## src/rtl/reg_bank_arbiter.sv

```systemverilog
// Purpose : round-robin front end that lets NUM_HOSTS request/ack channels share one register bank.
//           Each grant is one bank access with an address range check and a response timeout.
// Latency : request seen in IDLE cycle T -> bank_valid in T+1 -> host_ack in T+2 with a same-cycle bank ack
//           (range error: host_ack in T+1).
// Backpr. : hosts hold req/fields until their one-cycle ack; ena=0 blocks new grants only;
//           bank stalls are bounded by TIMEOUT_CYC.
// Ports   : clk/rst (async, active-high); ena; host_* request channels (packed per host);
//           host_ack/host_err/host_rdata responses; grant_id/busy status; bank_* access channel.
module reg_bank_arbiter #(
    parameter int NUM_HOSTS   = 2,
    parameter int REG_W       = 8,
    parameter int ADDR_W      = 8,
    parameter int BANK_ADDR_W = 4,
    parameter int TIMEOUT_CYC = 15
) (
    input  logic                           clk,
    input  logic                           rst,
    input  logic                           ena,
    input  logic [NUM_HOSTS-1:0]           host_req,
    input  logic [NUM_HOSTS-1:0]           host_wr_rdn,
    input  logic [NUM_HOSTS*ADDR_W-1:0]    host_addr,
    input  logic [NUM_HOSTS*REG_W-1:0]     host_wdata,
    output logic [NUM_HOSTS-1:0]           host_ack,
    output logic [NUM_HOSTS-1:0]           host_err,
    output logic [REG_W-1:0]               host_rdata,
    output logic [$clog2(NUM_HOSTS)-1:0]   grant_id,
    output logic                           busy,
    output logic                           bank_valid,
    output logic                           bank_wr_rdn,
    output logic [BANK_ADDR_W-1:0]         bank_addr,
    output logic [REG_W-1:0]               bank_wdata,
    input  logic [REG_W-1:0]               bank_rdata,
    input  logic                           bank_ack,
    input  logic                           bank_err
);

    localparam int GW = $clog2(NUM_HOSTS);
    localparam int CW = (TIMEOUT_CYC > 1) ? $clog2(TIMEOUT_CYC + 1) : 1;

    typedef enum logic [1:0] {
        IDLE = 2'd0,
        BUSY = 2'd1,
        RESP = 2'd2
    } state_t;

    state_t          state;
    logic [GW-1:0]   rr_ptr;     // last granted host; search starts just past it
    logic [CW-1:0]   tmo_cnt;

    // Round-robin pick: first requester at rr_ptr+1, rr_ptr+2, ... with wrap.
    logic            gnt_found;
    logic [GW-1:0]   gnt_idx;
    logic [GW-1:0]   cand;

    always_comb begin
        gnt_found = 1'b0;
        gnt_idx   = '0;
        cand      = '0;
        for (int k = 1; k <= NUM_HOSTS; k++) begin
            cand = GW'((int'(rr_ptr) + k) % NUM_HOSTS);
            if (!gnt_found && host_req[cand]) begin
                gnt_found = 1'b1;
                gnt_idx   = cand;
            end
        end
    end

    // Fields of the candidate host, muxed out of the packed request buses.
    logic [ADDR_W-1:0] sel_addr;
    logic [REG_W-1:0]  sel_wdata;
    logic              sel_wr_rdn;
    logic              sel_out_of_range;

    always_comb begin
        sel_addr         = host_addr[int'(gnt_idx)*ADDR_W +: ADDR_W];
        sel_wdata        = host_wdata[int'(gnt_idx)*REG_W +: REG_W];
        sel_wr_rdn       = host_wr_rdn[gnt_idx];
        // Any set bit above the bank address field is outside the bank.
        sel_out_of_range = (sel_addr >> BANK_ADDR_W) != '0;
    end

    logic tmo_hit;
    always_comb begin
        tmo_hit = (TIMEOUT_CYC != 0) && (int'(tmo_cnt) == TIMEOUT_CYC - 1);
    end

    always_ff @(posedge clk or posedge rst) begin
        if (rst) begin
            state       <= IDLE;
            rr_ptr      <= GW'(NUM_HOSTS - 1);
            tmo_cnt     <= '0;
            host_ack    <= '0;
            host_err    <= '0;
            host_rdata  <= '0;
            grant_id    <= '0;
            busy        <= 1'b0;
            bank_valid  <= 1'b0;
            bank_wr_rdn <= 1'b0;
            bank_addr   <= '0;
            bank_wdata  <= '0;
        end else begin
            case (state)
                IDLE: begin
                    host_ack <= '0;
                    host_err <= '0;
                    if (ena && gnt_found) begin
                        grant_id    <= gnt_idx;
                        rr_ptr      <= gnt_idx;
                        busy        <= 1'b1;
                        tmo_cnt     <= '0;
                        bank_wr_rdn <= sel_wr_rdn;
                        bank_addr   <= sel_addr[BANK_ADDR_W-1:0];
                        bank_wdata  <= sel_wdata;
                        if (sel_out_of_range) begin
                            // Bank is never touched; answer the host directly.
                            host_ack   <= NUM_HOSTS'(1) << gnt_idx;
                            host_err   <= NUM_HOSTS'(1) << gnt_idx;
                            host_rdata <= '0;
                            state      <= RESP;
                        end else begin
                            bank_valid <= 1'b1;
                            state      <= BUSY;
                        end
                    end
                end

                BUSY: begin
                    if (bank_ack || bank_err) begin
                        bank_valid <= 1'b0;
                        host_ack   <= NUM_HOSTS'(1) << grant_id;
                        host_err   <= bank_err ? (NUM_HOSTS'(1) << grant_id) : '0;
                        // Error wins over ack, and writes return no data.
                        host_rdata <= (!bank_wr_rdn && !bank_err) ? bank_rdata : '0;
                        state      <= RESP;
                    end else if (tmo_hit) begin
                        bank_valid <= 1'b0;
                        host_ack   <= NUM_HOSTS'(1) << grant_id;
                        host_err   <= NUM_HOSTS'(1) << grant_id;
                        host_rdata <= '0;
                        state      <= RESP;
                    end else begin
                        tmo_cnt <= tmo_cnt + 1'b1;
                    end
                end

                RESP: begin
                    // host_rdata is left alone so it holds until the next response.
                    host_ack <= '0;
                    host_err <= '0;
                    busy     <= 1'b0;
                    state    <= IDLE;
                end

                default: begin
                    state      <= IDLE;
                    busy       <= 1'b0;
                    bank_valid <= 1'b0;
                    host_ack   <= '0;
                    host_err   <= '0;
                end
            endcase
        end
    end

endmodule

```

## config.mk

```make
export PLATFORM = sky130hd
export DESIGN_NAME = reg_bank_arbiter
export DESIGN_NICKNAME = d
export VERILOG_FILES = /design/src/rtl/reg_bank_arbiter.sv
export SDC_FILE = /design/constraint.sdc
export NUM_CORES = 1
export LEC_CHECK = 0
export ABC_AREA = 1
export CAP_MARGIN = 20
export CELL_PAD_IN_SITES_DETAIL_PLACEMENT = 1
export CELL_PAD_IN_SITES_GLOBAL_PLACEMENT = 1
export CORE_UTILIZATION = 31
export DETAILED_ROUTE_END_ITERATION = 10
export GPL_TIMING_DRIVEN = 0
export PLACE_DENSITY = 0.84
export SYNTH_ARGS = -nofsm -noshare
export SYNTH_HDL_FRONTEND = slang
export SYNTH_SLANG_ARGS = --single-unit
```

## constraint.sdc

```tcl
create_clock -name clk -period 2.7 [get_ports clk]
set_clock_uncertainty 0.2 [all_clocks]
set_input_delay 0.405 -clock clk [delete_from_list [all_inputs] [get_ports clk]]
set_output_delay 0.405 -clock clk [all_outputs]
set_load 0.03 [all_outputs]
```

==> results.toml, run 1 <==
[finish]
seqCellArea_um2 = 877
final_nets = 339
final_core_util = 0.513
antenna_cells = 0
drive_gt1_frac = 0.0969
final_cells = 359
final_common_cell = "clkdlybuf4s50_1"
multi_input_area_um2 = 744
areaGrowthSynthToFinish_pct = 56.1
fillerInstances = 636
layout_common_cells = "clkdlybuf4s50_1 (76), nand2_1 (70), dfrtp_1 (34)"

[placement]
placedCellCount = 351
placement.io_buffers = 76
gp_congestion = 0.765
hpwlAfterDp_um = 3700

[job]
cap_violations = 0

[pwr]
p_clk_frac = 0.193
p_int_mw = 1.19
p_total_mw = 1.97
powerDensity_nw_per_um2 = 736
pwr-share-comb = 0.430
power_switching_share = 0.395
leakagePower_nw = 1.23
p_seq_frac = 0.378
vdd_drop_max_uv = 338
p_sw_mw = 0.776

[sta]
finalCritPeriodShare = 0.751
tightestPinTransition_ps = 827
whs_ps = 269
clock.fmax_mhz = 493
rsz0062_at_grt = "false"
setup_tns_ps = 0
setup_viol = 0
relSlewSlack = 0.448
slew_violations = 0
hold_violations = 0
post-route-min-period_ps = 2030

[drt]
via_count = 1660
drt-wirelength-per-cell_um = 13.5
drtAntennaViolNets = 0
wl_um = 4840
vias_per_cell = 4.62
drtIter0Drc = 65
drc = 0
drt_pass1_iterations = 6

[floorplanning]
die_area_um2 = 5820
die_h_um = 76.3
coreArea_um2 = 5200
row_count = 26
start_util = 0.329
pin_count = 77
die_w_um = 76.3

[clock_network]
cts_buffers = 5
cts_tree = "yes"
path_clk_slew_ps = 70
postCtsResizedCells = 0
post-cts-setup-buffer-count = 0
clockBufferDepth = 2
cts.htree.levels = 2
cts_root_buf = "clkbuf_8"
hold_buffers = 0
insertion_delay_ps = 290
cts.sinks = 35

[critical_path]
cp_slowest_cell = "clkdlybuf4s50_1"
cp_num_buf_inv = 1
critPathLaunchType = "flip-flop"
cpPeakStageDelay_ps = 710
r2r-start = "tmo_cnt[0]"
path_class = "flip-flop to primary output"
worstPathCellList = "clkdlybuf4s50_1"
cp-startpoint = "grant_id"
cp-end-kind = "primary output"
crit_family = "buffers and inverters"
required_ps = 2100
cp.arrival_ps = 1420
crit_fanout = 5

[outcome]
status = "finished clean"

[logic_synthesis]
syn_inst = 204
ys_warn_count = 0
ys_seq_elements = 35
ys_seq_area_frac = 0.512
synth.distinct_cells = 25
netlist_top_cells_area = "dfrtp_1 (50%), nand2_1 (15%), o21ai_1 (5.6%), nor2_1 (5.0%), o21ai_0 (4.4%)"
synth_area_per_cell_um2 = 8.39
syn-cell-area_um2 = 1710
syn_nets = 255
yosys.area.top_type_share = 0.497
synth_area_leader_cell = "dfrtp_1"

[hold_path]
min_from = "rr_ptr"
hold_path_class = "flip-flop to flip-flop"

[global_routing]
grt_first_pass_wirelength_um = 8560
grt_overflow = 0
grt_max_degree = 20
antenna_found_initial = 0
grt_usage = 0.184
grt_pass1_vias = 1796
[state kept, by name, indices dropped and copies added, names as in the netlist]
signal       count
grant_id         1
busy             1
bank_valid       1
host_err         2
bank_wdata       8
bank_wr_rdn      1
tmo_cnt          4
rr_ptr           1
host_rdata       8
bank_addr        4
host_ack         2
state            2
[area by class of cell]
type / count / area share
clock buffer: 6 / 0.0272
buffer: 4 / 0.0122
clock inverter: 2 / 0.00468
inverter: 14 / 0.0215
timing repair buffer: 77 / 0.295
tap: 70 / 0.0328
multi-input combinational: 151 / 0.279
sequential: 35 / 0.328
[through the flow]
step                      area [um^2]  worst slack [ps]
after global placement           2560               483
after CTS                        2670               652
after detailed placement         2590               650
final                            2670               672
after global routing             2670               606
after floorplan                  1710              1190
[power by group through the flow]
stage | Combinational (mW) | Clock (mW) | Sequential, mW
CTS | 0.858 | 0.389 | 0.747
global placement | 0.828 | 0 | 0.749
global route | 0.915 | 0.411 | 0.767
finish | 0.845 | 0.379 | 0.743
floorplan | 0.250 | 0 | 0.966
detailed placement | 0.853 | 0 | 0.755
[final timing paths]
kind / end / slack (ps) / cells past startpoint
setup / recovery: grant_id / 670 / 1
hold / removal: rr_ptr / 270 / 2
setup reg to reg: host_rdata[5] / 1020 / 9
hold reg to reg: rr_ptr / 270 / 2
max in group asynchronous: rr_ptr / 1280 / 3
min in group asynchronous: host_rdata[0] / 370 / 2
[tightest hold or removal path: stages (launching register included)]
cell,delay (ps)
dfstp_2,380
nand2_1,50
nand2_1,40
[synthesized netlist by cell type]
master / n
nand2_1: 70
dfrtp_1: 34
nor2_1: 23
o21ai_1: 19
o21ai_0: 15
inv_1: 8
nand3_1: 7
inv_2: 4
a21oi_1: 2
buf_2: 2
buf_6: 2
ha_1: 2
inv_4: 2
nand2_4: 2
nor2_8: 2
dfstp_2: 1
nand2_2: 1
nand3_4: 1
nor2_4: 1
nor4_4: 1
o211ai_1: 1
o21a_1: 1
or2_1: 1
or2_2: 1
xor2_1: 1
[per-layer routing]
metal | wire (um) | global-route usage | part of all wire
met1 | 2080 | 0.224 | 0.43
met2 | 2440 | 0.319 | 0.50
met3 | 284 | 0.0575 | 0.059
met4 | 38 | 0.0346 | 0.0079
met5 | 0 | 0 | 0
[logic make-up (layout without fill, tap and decap cells)]
group | count (synthesis) | after routing | synth area share
AND/OR/NAND/NOR | 110 | 110 | 0.301
AO/OA/AOI/OAI | 38 | 38 | 0.114
flip-flops | 35 | 35 | 0.512
buffers and inverters | 18 | 103 | 0.0526
adder cells (fa/ha/maj) | 2 | 2 | 0.0146
XOR/XNOR | 1 | 1 | 0.00512
Power figures use the tool's default switching activity.
==> inputs of run 2 (changes only) <==
--- a/config.mk
+++ b/config.mk
@@ -9,10 +9,10 @@
 export CAP_MARGIN = 20
 export CELL_PAD_IN_SITES_DETAIL_PLACEMENT = 1
 export CELL_PAD_IN_SITES_GLOBAL_PLACEMENT = 1
-export CORE_UTILIZATION = 31
+export CORE_UTILIZATION = 26
 export DETAILED_ROUTE_END_ITERATION = 10
 export GPL_TIMING_DRIVEN = 0
-export PLACE_DENSITY = 0.84
+export PLACE_DENSITY = 0.75
 export SYNTH_ARGS = -nofsm -noshare
 export SYNTH_HDL_FRONTEND = slang
 export SYNTH_SLANG_ARGS = --single-unit
==> constraint.sdc (replaced) <==
create_clock -name clk -period 1.8 [get_ports clk]
set_clock_uncertainty 0.2 [all_clocks]
set_input_delay 0.27 -clock clk [delete_from_list [all_inputs] [get_ports clk]]
set_output_delay 0.27 -clock clk [all_outputs]
set_load 0.03 [all_outputs]
==> run 2 against run 1 <==
Non-clock buffer count rose by 4. Clock power rose by 50%. Core utilization is 8.3 points lower. Routed wire length grew 2.0%. Cell count rose by 3.1%. Critical path type is now flip-flop to flip-flop. Critical endpoint is now host_rdata[4]. Largest power group unchanged.
==> results.toml, run 2 (synthesis results as in run 1) <==
[drt]
routed.top_layer = "met4"
routed-wl-met2_um = 2440
wl_met1_um = 2160
met3RoutedLength_um = 278
via_count = 1670
vias_per_cell = 4.51
drc = 0
wl_um = 4940
drt_pass1_iterations = 3
drtAntennaViolNets = 0
drtIter0Drc = 51
drt-wirelength-per-cell_um = 13.3

[placement]
placement.io_buffers = 76
gp_congestion = 0.691
placed_area_um2 = 2600
placedCellCount = 358
hpwlAfterDp_um = 3700

[job]
cap_violations = 0

[global_routing]
grt_usage = 0.154
grt_overflow = 0
grt_max_degree = 19
antenna_found_initial = 0
grt_pass1_vias = 1766
grt_first_pass_wirelength_um = 8540

[sta]
hold_violations = 0
setup_viol = 0
setup_tns_ps = 0
relSlewSlack = 0.478
post-route-min-period_ps = 1630
finalCritPeriodShare = 0.906
slew_violations = 0
rsz0062_at_grt = "false"
whs_ps = 220
tightestPinTransition_ps = 783
clock.fmax_mhz = 613

[pwr]
leakagePower_nw = 1.48
vdd_drop_max_uv = 565
powerDensity_nw_per_um2 = 1050
p_total_mw = 2.88

[floorplanning]
pin_count = 77
coreArea_um2 = 6350
die_w_um = 83.1
row_count = 29
die_area_um2 = 6910
start_util = 0.270
die_h_um = 83.1

[clock_network]
cts_root_buf = "clkbuf_8"
cts.sinks = 35
hold_buffers = 0
cts_buffers = 5
cts_tree = "yes"
insertion_delay_ps = 290
cts.htree.levels = 2
clockBufferDepth = 2
path_clk_slew_ps = 80

[finish]
areaGrowthSynthToFinish_pct = 59.9
final_nets = 343
layout_common_cells = "nand2_1 (69), clkdlybuf4s50_1 (48), dfrtp_1 (34)"
final_cells = 370
final_common_cell = "nand2_1"
antenna_cells = 0
fin_area_um2 = 2740
drive_gt1_frac = 0.116
reg.largest.list = "bank_wdata: 8 flops, host_rdata: 8 flops"

[critical_path]
crit_family = "simple AND/OR/NAND/NOR gates"
cp-end-kind = "flip-flop"
critPathLaunchType = "flip-flop"
path_class = "flip-flop to flip-flop"
required_ps = 1780
cp.arrival_ps = 1610
cp_num_buf_inv = 1
worstPathCellList = "inv_1, ha_1, nand3_2, nand3_4, nand2_2, nor2_4, nand2_4, nand2_1, nand2_1"
crit_fanout = 9
path_common_cell = "nand2_1"
cp_slowest_cell = "dfrtp_1"
cpPeakStageDelay_ps = 400

[outcome]
status = "finished clean"

[hold_path]
hold_path_class = "primary input to asynchronous set/reset pin"
==> run 2: changes by cell type in the layout (fill, tap and decap cells not counted), sizes merged <==
cell / before / now
buf: 5 / 9
dlygate4sd2: 0 / 14
dlymetal6s2s: 0 / 14
clkdlybuf4s50: 76 / 48
==> run 2: per-layer routing <==
metal  GRT usage  up-vias
met5           0        -
met4      0.0376        0
met3      0.0487        7
met2       0.259       46
met1       0.190      786
li1            -      831
==> run 2: worst reg2reg max path: cells and delay by family, from the launching register on <==
family	cells	cell delay, ps
buffers and inverters	1	110
AND/OR/NAND/NOR	7	630
adder cells (fa/ha/maj)	1	180
flip-flops	1	400
==> run 2: through the flow <==
stage,worst slack [ps],utilization
6_report,170,0.431
5_1_grt,24.9,0.431
4_1_cts,2.94,0.420
3_5_place_dp,-187,0.409
3_3_place_gp,-312,0.405
2_1_floorplan,290,-
==> run 2: power by group <==
| group | leakage, nW | switching [mW] | internal (mW) |
|---|---|---|---|
| combinational | 0.989 | 0.738 | 0.467 |
| clock | 0.0412 | 0.298 | 0.271 |
| sequential | 0.449 | 0.124 | 0.984 |
| total | 1.48 | 1.16 | 1.72 |
==> run 2: cell type report <==
cell class | instances | area [um^2]
Tap cell | 77 | 96.3
Clock buffer | 6 | 72.6
Sequential cell | 35 | 877
Fill cell | 775 | 3610
Buffer | 4 | 32.5
Inverter | 14 | 57.6
Clock inverter | 2 | 12.5
Timing Repair Buffer | 81 | 836
Multi-Input combinational cell | 151 | 752
==> run 2: what timing repair did <==
action                                  in CTS  in global routing
endpoints found under the setup margin      14                 22
gates resized for setup                     14                 16
hold endpoints to repair                     0                  0
buffers inserted                             0                  4
==> run 2: final timing paths <==
kind | depth (start not counted) | startpoint | end | slack [ps]
worst max-delay path | 9 | tmo_cnt[0] | host_rdata[4] | 170
worst min-delay path | 2 | rst | bank_wdata[2] | 220
worst max register to register | 9 | tmo_cnt[0] | host_rdata[4] | 170
worst min register to register | 2 | rr_ptr | rr_ptr | 270
max in group asynchronous | 3 | rst | rr_ptr | 550
min in group clk | 2 | rr_ptr | rr_ptr | 270
==> inputs of run 3 (changes only) <==
--- a/config.mk
+++ b/config.mk
@@ -9,6 +9,7 @@
 export CAP_MARGIN = 20
 export CELL_PAD_IN_SITES_DETAIL_PLACEMENT = 1
 export CELL_PAD_IN_SITES_GLOBAL_PLACEMENT = 1
+export CORE_MARGIN = 2
 export CORE_UTILIZATION = 26
 export DETAILED_ROUTE_END_ITERATION = 10
 export GPL_TIMING_DRIVEN = 0
==> run 3 against run 2 <==
Fmax decreased by 2.2%. Sequential power about the same. Sequential cell count unchanged. Critical path type unchanged.
==> results.toml, run 3 (synthesis results as in run 1) <==
[critical_path]
critPathLaunchType = "flip-flop"
required_ps = 1770
cp_slowest_cell = "dfstp_2"
worstPathCellList = "nand2_1, nand2_1, inv_2, buf_2, o21ai_0, o21ai_1"
cp.arrival_ps = 1630
cp-end-kind = "flip-flop"
crit_fanout = 10
cp_num_buf_inv = 2
cp.depth = 6
crit_family = "flip-flops"
rr_worst_depth = 6
path_class = "flip-flop to flip-flop"
path_common_cell = "nand2_1"
cpPeakStageDelay_ps = 530

[drt]
drtAntennaViolNets = 0
vias_per_cell = 4.45
drt-wirelength-per-cell_um = 12.9
drc = 0
drtIter0Drc = 70
wl_um = 4720
via_count = 1632
drt_pass1_iterations = 3

[finish]
seqCellArea_um2 = 877
final_nets = 341
antenna_cells = 0
final_common_cell = "nand2_1"
areaGrowthSynthToFinish_pct = 60.7
layout_common_cells = "nand2_1 (70), clkdlybuf4s50_1 (48), dfrtp_1 (34)"
multi_input_area_um2 = 744
final_cells = 367
fin_area_um2 = 2750
fillerInstances = 761
reg.largest.list = "bank_wdata: 8 flops, host_rdata: 8 flops"
drive_gt1_frac = 0.103

[pwr]
powerDensity_nw_per_um2 = 1050
leakagePower_nw = 1.55
vdd_drop_max_uv = 555

[placement]
placedCellCount = 358
hpwlAfterDp_um = 3700
placement.io_buffers = 76
gp_congestion = 0.717
placed_area_um2 = 2600
place_ws_ps = -160

[floorplanning]
die_w_um = 85.1
die_h_um = 85.1
pin_count = 77
start_util = 0.270
row_count = 29
coreArea_um2 = 6350
die_area_um2 = 7250

[clock_network]
cts_tree = "yes"
cts_buffers = 5
clockBufferDepth = 2
cts.htree.levels = 2
cts.sinks = 35
insertion_delay_ps = 280
path_clk_slew_ps = 70
cts_root_buf = "clkbuf_8"

[sta]
finalCritPeriodShare = 0.926
rsz0062_at_grt = "false"
relSlewSlack = 0.559
whs_ps = 180
slew_violations = 0
post-route-min-period_ps = 1670
timing.final.ws_setup_ps = 133
setup_viol = 0
clock.fmax_mhz = 600
tightestPinTransition_ps = 661
hold_violations = 0
setup_tns_ps = 0

[job]
cap_violations = 0

[global_routing]
grt_pass1_vias = 1720
grt_usage = 0.141
grt_first_pass_wirelength_um = 8120
grt_max_degree = 22
grt_overflow = 0
antenna_found_initial = 0

[outcome]
status = "finished clean"

[hold_path]
hold_path_class = "primary input to asynchronous set/reset pin"
[run 3: stage by stage]
stage / power, mW / util
finish: 2.89 / 0.433
global route: 3.10 / 0.433
CTS: 2.96 / 0.421
detailed placement: 2.41 / 0.409
global placement: 2.37 / 0.405
floorplan: 1.82 / -
[run 3: power by group]
part	internal [mW]	switching, mW
clock network	0.300	0.274
registers	0.985	0.125
logic	0.479	0.724
[run 3: worst paths after layout]
path,startpoint,end,slack (ps)
worst max-delay path,rr_ptr,bank_wdata[5],130
worst min-delay path,rst,host_rdata[4],180
worst max register to register,rr_ptr,bank_wdata[5],130
worst min register to register,host_rdata[7],host_rdata[7],270
max in group asynchronous,rst,rr_ptr,620
min in group clk,host_rdata[7],host_rdata[7],270
[run 3: repair_timing]
item,4_1_cts,5_1_grt
hold buffers,0,0
resized for setup,8,20
setup buffers,0,2
endpoints found under the setup margin,8,28
[run 3: cell type report]
cell class / instances / area share
buffer: 4 / 0.0118
multi-input combinational: 151 / 0.271
tap: 77 / 0.0350
clock buffer: 6 / 0.0300
inverter: 14 / 0.0209
clock inverter: 1 / 0.00182
timing repair buffer: 79 / 0.311
sequential: 35 / 0.319
[run 3: worst reg2reg max path: cells and delay by family, from the launching register on]
| family | cells | cell delay [ps] |
|---|---|---|
| buffers and inverters | 2 | 310 |
| AOI/OAI and AO/OA | 2 | 270 |
| DFF | 1 | 530 |
| and+or+nand+nor | 2 | 250 |
[run 3: metal layers]
metal / wire (um) / vias up / GRT usage / share of wire
met5: 0 / - / 0 / 0
met4: 40 / 0 / 0.0390 / 0.0085
met3: 299 / 5 / 0.0438 / 0.063
met2: 2360 / 47 / 0.246 / 0.50
met1: 2020 / 755 / 0.167 / 0.43
li1: - / 825 / - / -
